### src/rtl/spad_seq_ctrl_pkg.sv
// Shared types and constants for the scratchpad sequencing controller.
// Holds the FSM state encoding, drain length and kernel-mode encodings.
package spad_seq_ctrl_pkg;

    typedef enum logic [2:0] {
        ST_IDLE,
        ST_PRELOAD,
        ST_READ,
        ST_DRAIN,
        ST_DONE
    } state_e;

    localparam int   DRAIN_CYCLES = 3;
    localparam logic KN_MODE_5    = 1'b0;
    localparam logic KN_MODE_3    = 1'b1;

    // A 3x3 kernel only occupies the bottom three lines of the scratchpad.
    function automatic logic [3:0] first_line(input logic kn_mode);
        return (kn_mode == KN_MODE_3) ? 4'd2 : 4'd0;
    endfunction

endpackage

### src/rtl/spad_beat_counter.sv
// Non-wrapping up-counter with a terminal flag; once the limit is reached it
// parks in a done state until reloaded.
import spad_seq_ctrl_pkg::*;

module spad_beat_counter #(
    parameter int WIDTH = 8
) (
    input  logic             clk,
    input  logic             rst,
    input  logic             load_i,
    input  logic             en_i,
    input  logic [WIDTH-1:0] limit_i,
    output logic             last_o,
    output logic             done_o
);

    logic [WIDTH-1:0] cnt_q, cnt_d;
    logic             done_q, done_d;

    // last_o flags the cycle whose enabled event completes the count.
    assign last_o = !done_q && (cnt_q == limit_i - WIDTH'(1));
    assign done_o = done_q;

    always_comb begin
        cnt_d  = cnt_q;
        done_d = done_q;
        if (load_i) begin
            cnt_d  = '0;
            done_d = 1'b0;
        end else if (en_i && !done_q) begin
            if (last_o) done_d = 1'b1;
            else        cnt_d  = cnt_q + WIDTH'(1);
        end
    end

    always_ff @(posedge clk or posedge rst) begin
        if (rst) begin
            cnt_q  <= '0;
            done_q <= 1'b0;
        end else begin
            cnt_q  <= cnt_d;
            done_q <= done_d;
        end
    end

endmodule

### src/rtl/spad_seq_ctrl.sv
// Sequences one convolution tile: preload kernel lines into the scratchpad,
// then stream reads row by row while refilling the bottom line.
import spad_seq_ctrl_pkg::*;

module spad_seq_ctrl #(
    parameter int KERNEL_SIZE    = 5,
    parameter int DATA_BUS_WIDTH = 128,
    parameter int FEATURE_WIDTH  = 16,
    parameter int BEAT_W         = 8
) (
    input  logic                      clk,
    input  logic                      rst,
    input  logic                      start,
    input  logic                      cfg_kn_mode,
    input  logic [BEAT_W-1:0]         cfg_row_beats,
    input  logic [BEAT_W-1:0]         cfg_out_rows,
    input  logic                      fetch_valid,
    input  logic [DATA_BUS_WIDTH-1:0] fetch_data,
    output logic                      fetch_ready,
    output logic                      spad_wr_en,
    output logic [3:0]                spad_wr_mem_line,
    output logic [DATA_BUS_WIDTH-1:0] spad_i_data,
    output logic                      spad_rd_en,
    output logic                      spad_kn_size_mode,
    input  logic                      spad_group_empty,
    input  logic                      spad_group_full,
    output logic                      busy,
    output logic                      done
);

    localparam int         FPB       = DATA_BUS_WIDTH / FEATURE_WIDTH;
    localparam int         RD_W      = BEAT_W + $clog2(FPB);
    localparam logic [3:0] LAST_LINE = 4'(KERNEL_SIZE - 1);

    state_e            state_q, state_d;
    logic              kn_mode_q, kn_mode_d;
    logic [BEAT_W-1:0] row_beats_q, row_beats_d;
    logic [BEAT_W-1:0] out_rows_q, out_rows_d;
    logic [BEAT_W-1:0] row_q, row_d;
    logic [3:0]        line_q, line_d;
    logic [1:0]        drain_q, drain_d;

    logic              accept, refill;
    logic [BEAT_W:0]   row_nxt;
    logic [RD_W-1:0]   rd_limit;
    logic              wr_load, wr_en, wr_last, wr_done;
    logic              rd_load, rd_last, rd_done;

    assign row_nxt  = {1'b0, row_q} + {{BEAT_W{1'b0}}, 1'b1};
    assign refill   = row_nxt < {1'b0, out_rows_q};
    assign rd_limit = RD_W'(row_beats_q) * RD_W'(FPB);

    assign busy              = (state_q != ST_IDLE);
    assign spad_kn_size_mode = kn_mode_q;
    assign spad_wr_mem_line  = line_q;
    assign spad_i_data       = fetch_data;
    assign accept            = fetch_valid && fetch_ready;
    assign spad_wr_en        = accept;

    always_comb begin
        fetch_ready = 1'b0;
        spad_rd_en  = 1'b0;
        case (state_q)
            ST_PRELOAD: fetch_ready = !spad_group_full;
            ST_READ: begin
                fetch_ready = refill && !wr_done && !spad_group_full;
                spad_rd_en  = !spad_group_empty && !rd_done;
            end
            default: ;
        endcase
    end

    always_comb begin
        state_d     = state_q;
        kn_mode_d   = kn_mode_q;
        row_beats_d = row_beats_q;
        out_rows_d  = out_rows_q;
        row_d       = row_q;
        line_d      = line_q;
        drain_d     = drain_q;
        done        = 1'b0;
        wr_load     = 1'b0;
        wr_en       = 1'b0;
        rd_load     = 1'b1;
        case (state_q)
            ST_IDLE: begin
                wr_load = 1'b1;
                if (start) begin
                    kn_mode_d   = cfg_kn_mode;
                    row_beats_d = cfg_row_beats;
                    out_rows_d  = cfg_out_rows;
                    row_d       = '0;
                    line_d      = first_line(cfg_kn_mode);
                    state_d     = ST_PRELOAD;
                end
            end
            ST_PRELOAD: begin
                wr_en = accept;
                if (accept && wr_last) begin
                    wr_load = 1'b1;
                    if (line_q == LAST_LINE) state_d = ST_READ;
                    else                     line_d  = line_q + 4'd1;
                end
            end
            ST_READ: begin
                rd_load = 1'b0;
                wr_en   = accept;
                // Both streams must finish; either may complete last.
                if ((rd_done || (spad_rd_en && rd_last)) &&
                    (!refill || wr_done || (accept && wr_last))) begin
                    drain_d = '0;
                    state_d = ST_DRAIN;
                end
            end
            ST_DRAIN: begin
                wr_load = 1'b1;
                drain_d = drain_q + 2'd1;
                if (drain_q == 2'(DRAIN_CYCLES - 1)) begin
                    drain_d = '0;
                    row_d   = row_nxt[BEAT_W-1:0];
                    state_d = refill ? ST_READ : ST_DONE;
                end
            end
            ST_DONE: begin
                done    = 1'b1;
                state_d = ST_IDLE;
            end
            default: state_d = ST_IDLE;
        endcase
    end

    always_ff @(posedge clk or posedge rst) begin
        if (rst) begin
            state_q     <= ST_IDLE;
            kn_mode_q   <= KN_MODE_5;
            row_beats_q <= '0;
            out_rows_q  <= '0;
            row_q       <= '0;
            line_q      <= '0;
            drain_q     <= '0;
        end else begin
            state_q     <= state_d;
            kn_mode_q   <= kn_mode_d;
            row_beats_q <= row_beats_d;
            out_rows_q  <= out_rows_d;
            row_q       <= row_d;
            line_q      <= line_d;
            drain_q     <= drain_d;
        end
    end

    spad_beat_counter #(.WIDTH(BEAT_W)) u_wr_cnt (
        .clk     (clk),
        .rst     (rst),
        .load_i  (wr_load),
        .en_i    (wr_en),
        .limit_i (row_beats_q),
        .last_o  (wr_last),
        .done_o  (wr_done)
    );

    spad_beat_counter #(.WIDTH(RD_W)) u_rd_cnt (
        .clk     (clk),
        .rst     (rst),
        .load_i  (rd_load),
        .en_i    (spad_rd_en),
        .limit_i (rd_limit),
        .last_o  (rd_last),
        .done_o  (rd_done)
    );

endmodule

### config.mk
export PLATFORM = sky130hd
export DESIGN_NAME = spad_seq_ctrl
export DESIGN_NICKNAME = d
export VERILOG_FILES = /design/src/rtl/spad_seq_ctrl_pkg.sv /design/src/rtl/spad_beat_counter.sv /design/src/rtl/spad_seq_ctrl.sv
export SDC_FILE = /design/constraint.sdc
export NUM_CORES = 1
export LEC_CHECK = 0
export ABC_AREA = 0
export CORE_MARGIN = 5
export CORE_UTILIZATION = 35
export CTS_BUF_LIST = sky130_fd_sc_hd__clkbuf_8
export DETAILED_ROUTE_END_ITERATION = 6
export PLACE_DENSITY = 0.77
export SYNTH_ARGS = -nofsm -noshare
export SYNTH_HDL_FRONTEND = slang
export SYNTH_SLANG_ARGS = --single-unit
### constraint.sdc
create_clock -name clk -period 4.15 [get_ports clk]
set_input_delay 0.83 -clock clk [delete_from_list [all_inputs] [get_ports clk]]
set_output_delay 0.83 -clock clk [all_outputs]
set_load 0.01 [all_outputs]
# ---- After elaboration in Yosys (flattened, before gate mapping)
# Cells that the tools add are included.
dict set report word_totals {
  input_bits 151
  ff_bits 55
  elab_cells 110
}
dict set report op_classes {
  n_eq_ne 18
  mux 36
  n_lt_le_gt_ge 1
  addsub 7
  reduce_logical 37
}
# cell count
set op_table {}
lappend op_table {{$mux 8} 5}
lappend op_table {{$mux 11} 3}
lappend op_table {{$mux 3} 6}
lappend op_table {{$ne 2x2->1 const B} 8}
lappend op_table {{$pmux 8 s2} 1}
lappend op_table {{$mux 4} 3}
lappend op_table {{$pmux 3 s4} 1}
lappend op_table {{$reduce_and 2->1} 6}
lappend op_table {{$add 11x1->11 const B} 1}
lappend op_table {{$eq 11x11->1} 1}
lappend op_table {{$logic_and 1x1->1} 11}
lappend op_table {{$sub 11x1->11 const B} 1}
lappend op_table {{$mux 1} 10}
lappend op_table {{$reduce_bool 2->1} 5}
lappend op_table {{$add 8x1->9 const B} 1}
lappend op_table {{$lt 9x8->1} 1}
lappend op_table {{$add 8x1->8 const B} 1}
lappend op_table {{$eq 8x8->1} 1}
lappend op_table {{$pmux 4 s2} 1}
lappend op_table {{$sub 8x1->8 const B} 1}
lappend op_table {{$eq 3x2->1 const B} 2}
lappend op_table {{$mux 2} 3}
lappend op_table {{$logic_not 1->1} 5}
lappend op_table {{$reduce_and 5->1} 1}
lappend op_table {{15 further kinds} 20}

# ---- Longest topological paths before layout
dict set report logic_depth {
  depth_word 11
  mapped_depth 12
}

# ---- Modules after synthesis
# From an unflattened synthesis, not the netlist that was laid out.
dict set report unflattened {
  hier_cells 573
  hier_area_um2 4783.3
}
# mod area_each_um2 cells_each n_inst
set by_module_without_submodules {}
lappend by_module_without_submodules {spad_seq_ctrl 2899.0 349 1}
lappend by_module_without_submodules {{spad_beat_counter (u_rd_cnt)} 1068.5 126 1}
lappend by_module_without_submodules {{spad_beat_counter (u_wr_cnt)} 815.8 98 1}

# ---- Worst setup path after synthesis
# OpenSTA, ideal clock, no wires.
dict set report synth_timing {
  kind {flip-flop to output port}
  from {reg row_q[2]}
  to {out fetch_ready}
  stages_incl_launch_ff 12
  required_ns 3.320
  arrival_ns 2.379
  slack_ns 0.941
  path_cell_list {dfrtp_1 > and3_1 > nand3_1 > nor2_1 > xor2_1 > ha_1 > and3_1 > a221oi_1 > o211ai_1 > nor2_1 > a21o_1 > and2_1}
}
dict set report synth_between {
  elab_chain_len 5
}
# item line_no
set synth_lines {}
lappend synth_lines {{start, declared} spad_seq_ctrl.sv:39} ;# logic [BEAT_W-1:0] row_q, row_d;
lappend synth_lines {{start signal, assigned} spad_seq_ctrl.sv:146} ;# row_q <= row_d;
lappend synth_lines {{$add 8x1->9} spad_seq_ctrl.sv:49} ;# assign row_nxt = {1'b0, row_q} + {{BEAT_W{1'b0}}, 1'b1};
lappend synth_lines {{$lt 9x8->1} spad_seq_ctrl.sv:50} ;# assign refill = row_nxt < {1'b0, out_rows_q};
lappend synth_lines {{$logic_and 1x1->1 (2 in series)} spad_seq_ctrl.sv:66} ;# fetch_ready = refill && !wr_done && !spad_group_full;
lappend synth_lines {{$pmux 1 s2} spad_seq_ctrl.sv:63} ;# case (state_q)
lappend synth_lines {{end, declared} spad_seq_ctrl.sv:19} ;# output logic fetch_ready,
# Every way passes these cells.

# ---- Final worst setup path
dict set report layout_timing {
  from {reg row_q[4]}
  to {out spad_wr_en}
}
dict set report layout_between {
  elab_chain_len 6
}
# item line_no
set layout_lines {}
lappend layout_lines {{$add 8x1->9} spad_seq_ctrl.sv:49}
lappend layout_lines {{$lt 9x8->1} spad_seq_ctrl.sv:50}
lappend layout_lines {{$logic_and 1x1->1 (2 in series)} spad_seq_ctrl.sv:66}
lappend layout_lines {{$pmux 1 s2} spad_seq_ctrl.sv:63}
lappend layout_lines {{$logic_and 1x1->1} spad_seq_ctrl.sv:57} ;# assign accept = fetch_valid && fetch_ready;
lappend layout_lines {{end, declared} spad_seq_ctrl.sv:20} ;# output logic spad_wr_en,
# Every way passes these cells.

==> results.txt <==
- After routing the design area is 0.00425 mm2.
- The first global-routing pass estimated 15,500 um of wire.
- Total congestion overflow: 0
* Total DRC errors in the routed layout: 0
- The initial antenna violation count came to 0.
* Xor-xnor portion of the synthesized cell area: 6.26%
- Endpoint required time on the critical path: 3.32 ns
- Yosys warning count: 0
* Die Outline Area: 0.0154 mm2
* Mean routed wirelength per cell: 15.7 um
- In this design, the largest share of critical-path delay is due to simple AND/OR/NAND/NOR gates.
* Power density over the cells: 339 mW/mm2
- After layout, the worst path uses 94.4% of the clock period.
- Global routing consumed, over all layers together, 12.5% of the routing resources.
- Sink Count: 55
- Routed length on met2: 4630 um
- The most used flip-flop cell after synthesis is dfrtp_1.
- Deepest level of the CTS H-tree: 2
* Avg Vias per Cell: 5.28
* Met1 wire length: 3740 um
- Number of maximum-capacitance violations: 0
- Post-synth EDFFs: 0
- Fin cells: 601
- TritonCTS built the clock tree.
- Number of nets in the layout: 592
* Area delta synth->final: -6.70%
- Compound-cell area share of the yosys netlist: 14.0%
- Setup violations remaining at the end of the flow were counted as 0.
* Least-Margin Pin Slew: 0.824 ns
* Number of vias after detailed routing: 3,175
- Buffer cell driving the clock tree root: clkbuf_8
* Share of the yosys chip area belonging to registers: 30.2%
- The number of placed instances, taps included, is 585.
- Library cell with the highest instance count after synthesis: buf_4
* Peak ir drop on the vdd network: 226 uV
* Clock period minus worst slack: 3.92 ns
* Hold Buf Count CTS: 0
- Die extent in y: 124 um
* Relative slew slack: 45.0%
- In the synthesized netlist, mux cells make up 2.17% of the area.
* Final RePlAce weighted congestion: 0.847
- Arrival time at the worst endpoint: 3.09 ns
- I/O pin count: 289
- The post-route netlist has 10.0% of its cells at a drive strength greater than 1.
* Element type at the critical path end: output port
* Maximum clock insertion buffer count: 2
* Post-synthesis cell type with the largest combined area: dfrtp_1
- The final max-slew violation count is 0.
- Reported leakage power: 0.00184 uW
* Number of nets with antenna violations after routing: 0
- After synthesis, the largest family of logic cells by area is buffers and inverters.
- Area fraction in and, or, nand and nor cells after synthesis: 19.4%
- Walking the worst path, the cells encountered are and3_1 -> nand3_2 -> nor2_1 -> xor2_1 -> ha_1 -> and3_1 -> a221oi_2 -> o211ai_1 -> nor2_2 -> buf_4 -> nor2_1 -> nor2_2 -> dlygate4sd2_1.
* Number of DRC markers after the initial detailed-route iteration: 159
- The average instance in the mapped netlist occupies 8.73 um2.
- After legalization and detailed placement, the total HPWL measured 7040 um.
- Commonest cells in the synthesized netlist: 128 x buf_4, 55 x dfrtp_1, 39 x nand2_1
- The core region is 0.0127 mm2.
- Die width: 124 um
* Crit path setup slack, layout: 0.233 ns
- Antenna diode instance count: 0
- Clock latency on the worst-skew pair: 0.32 ns
* Initial cell density of the core: 36.0%
* Worst-path clk slew: 0.10 ns
* WS Path Type: flip-flop to output port
* Number of iterations in the first detailed-routing pass: 4
- Area of the mapped netlist: 0.00456 mm2
* Most area-consuming cells after synthesis: dfrtp_1 30%, buf_4 21%, ha_1 3.6%, xnor2_1 3.3%, nand2_1 3.2%
- The run finished with clean final reports.
- Area after DPL: 0.00407 mm2
* Final hold violation count: 0
* Total CTS buffers: 5
- In the synthesized netlist, the number of instances is 522.
* Total wire length: 9450 um
- Fraction of the mapped netlist area in adder cells: 3.57%
- Together, buffers and inverters on the worst path number 2.
- The count of buffers added on input and output ports is 32.
- Area share of the largest cell type after synthesis: 30.2%
- Worst min-delay path class: flip-flop to flip-flop
- Highest net fanout along the worst path: 4
- # fillers: 1,317
- The worst setup path is launched from a flip-flop.
- The via count of the first global-routing pass was 3,268.
- For this run, the slowest stage of the critical path takes 0.36 ns.
* Standard cell with the maximum stage delay on the critical path: dfrtp_1
- Synthesis produced a netlist with a net count of 686.
* Fraction of registers with async set or reset after synthesis: 100%
- Yosys reg bits: 55
* Pin count of the biggest net entering global routing: 41
* Routed wire length on met3: 763 um
- Worst Skew: 0.0135 ns
- After detailed routing, no signal wire sits above met4.
* Dpl ws: 0.0613 ns
- Based on the critical path, the design can be clocked at up to 255 MHz.
* Count of cell types in the netlist: 62
- Row generation in the floorplan step produced 41 rows.
-- per-layer routing --
layer	track usage [%]	vias to the layer above
met2	21.3	116
met1	15.0	1534
met5	0	-
met3	3.04	39
met4	5.07	0
li1	-	1486
-- final timing paths --
check,startpoint,end,slack [ns],cells after the start
setup / recovery,row_q[4],spad_wr_en,0.23,13
hold / removal,spad_kn_size_mode,spad_kn_size_mode,0.52,1
setup reg to reg,row_q[4],u_wr_cnt.cnt_q[4],0.86,13
hold reg to reg,spad_kn_size_mode,spad_kn_size_mode,0.52,1
max in group asynchronous,rst,u_wr_cnt.cnt_q[3],2.41,3
min in group asynchronous,rst,row_beats_q[4],0.98,2
-- sequential cells by signal, summed over array words and instances (netlist names) --
register,flops
spad_kn_size_mode,1
u_rd_cnt.done_o,1
row_q,8
drain_q,2
u_wr_cnt.done_o,1
u_rd_cnt.cnt_q,11
state_q,3
spad_wr_mem_line,4
out_rows_q,8
u_wr_cnt.cnt_q,8
row_beats_q,8
-- final cells by class --
class	count	area (um2)	area share, %
Clock buffer	5	68.8	1.62
Clock inverter	3	31.3	0.736
Inverter	16	60.1	1.41
Multi-Input combinational cell	306	2090	49.1
Sequential cell	55	1380	32.4
Tap cell	172	215	5.06
Timing Repair Buffer	44	412	9.69
-- layout by cell type, fill, tap and decap left out, types with 3 or more instances in the layout --
cell type        count
dfrtp_1             55
nand2_1             39
clkdlybuf4s50_1     30
nor2_1              28
o21ai_0             23
nand3_1             21
a21oi_1             18
xnor2_1             17
inv_1               15
xor2_1              13
ha_1                12
buf_4               12
and2_1               8
nand2b_1             8
or3_1                8
mux2_2               7
and3_1               7
o31ai_1              7
a21o_1               6
nor2b_1              6
nand4_1              6
or4_1                5
clkbuf_8             5
a2111oi_0            4
a22o_1               4
o21ai_1              4
nor2_2               3
a21boi_0             3
nor3_1               3
nand4b_1             3
nor4_1               3
-- worst reg2reg max path, cell delays in order, from the launching register on --
cell      delay, ns
dfrtp_1        0.36
and3_1         0.21
nand3_2        0.13
nor2_1         0.16
xor2_1         0.22
ha_1           0.29
and3_1         0.21
a221oi_2       0.26
o211ai_1       0.17
buf_4          0.19
a21boi_0       0.39
nand4_1        0.17
or3_1          0.32
a21oi_1        0.15
-- stage by stage --
step | utilization, % | setup TNS [ns] | total power (uW) | hold slack, ns
2_1_floorplan | - | 0 | 1100 | 0.471
3_3_place_gp | 32.1 | 0 | 1060 | 0.485
3_5_place_dp | 32.1 | 0 | 1100 | 0.503
4_1_cts | 33.4 | 0 | 1450 | 0.527
5_1_grt | 33.5 | -0.00488 | 1530 | 0.536
6_report | 33.5 | 0 | 1440 | 0.523
-- report_power, final --
group / internal (uW) / switching (uW)
registers: 618 / 115
logic: 185 / 194
clock network: 129 / 199
-- repair_timing --
action                     in CTS  in global routing
resized for setup               5                  2
setup buffers                   7                  1
gates cloned                    0                  0
pin swaps                       3                  0
setup endpoints to repair       2                  2
-- kinds of logic (layout without fill, tap and decap cells) --
logic type	Yosys count	after routing
muxes	9	9
DFF	55	55
AOI/OAI and AO/OA	93	93
adders and majority gates	13	13
buffers and inverters	161	68
xor gates and xnor gates	31	31
and+or+nand+nor	160	160
Note: power is estimated with default switching activity, not from simulation.
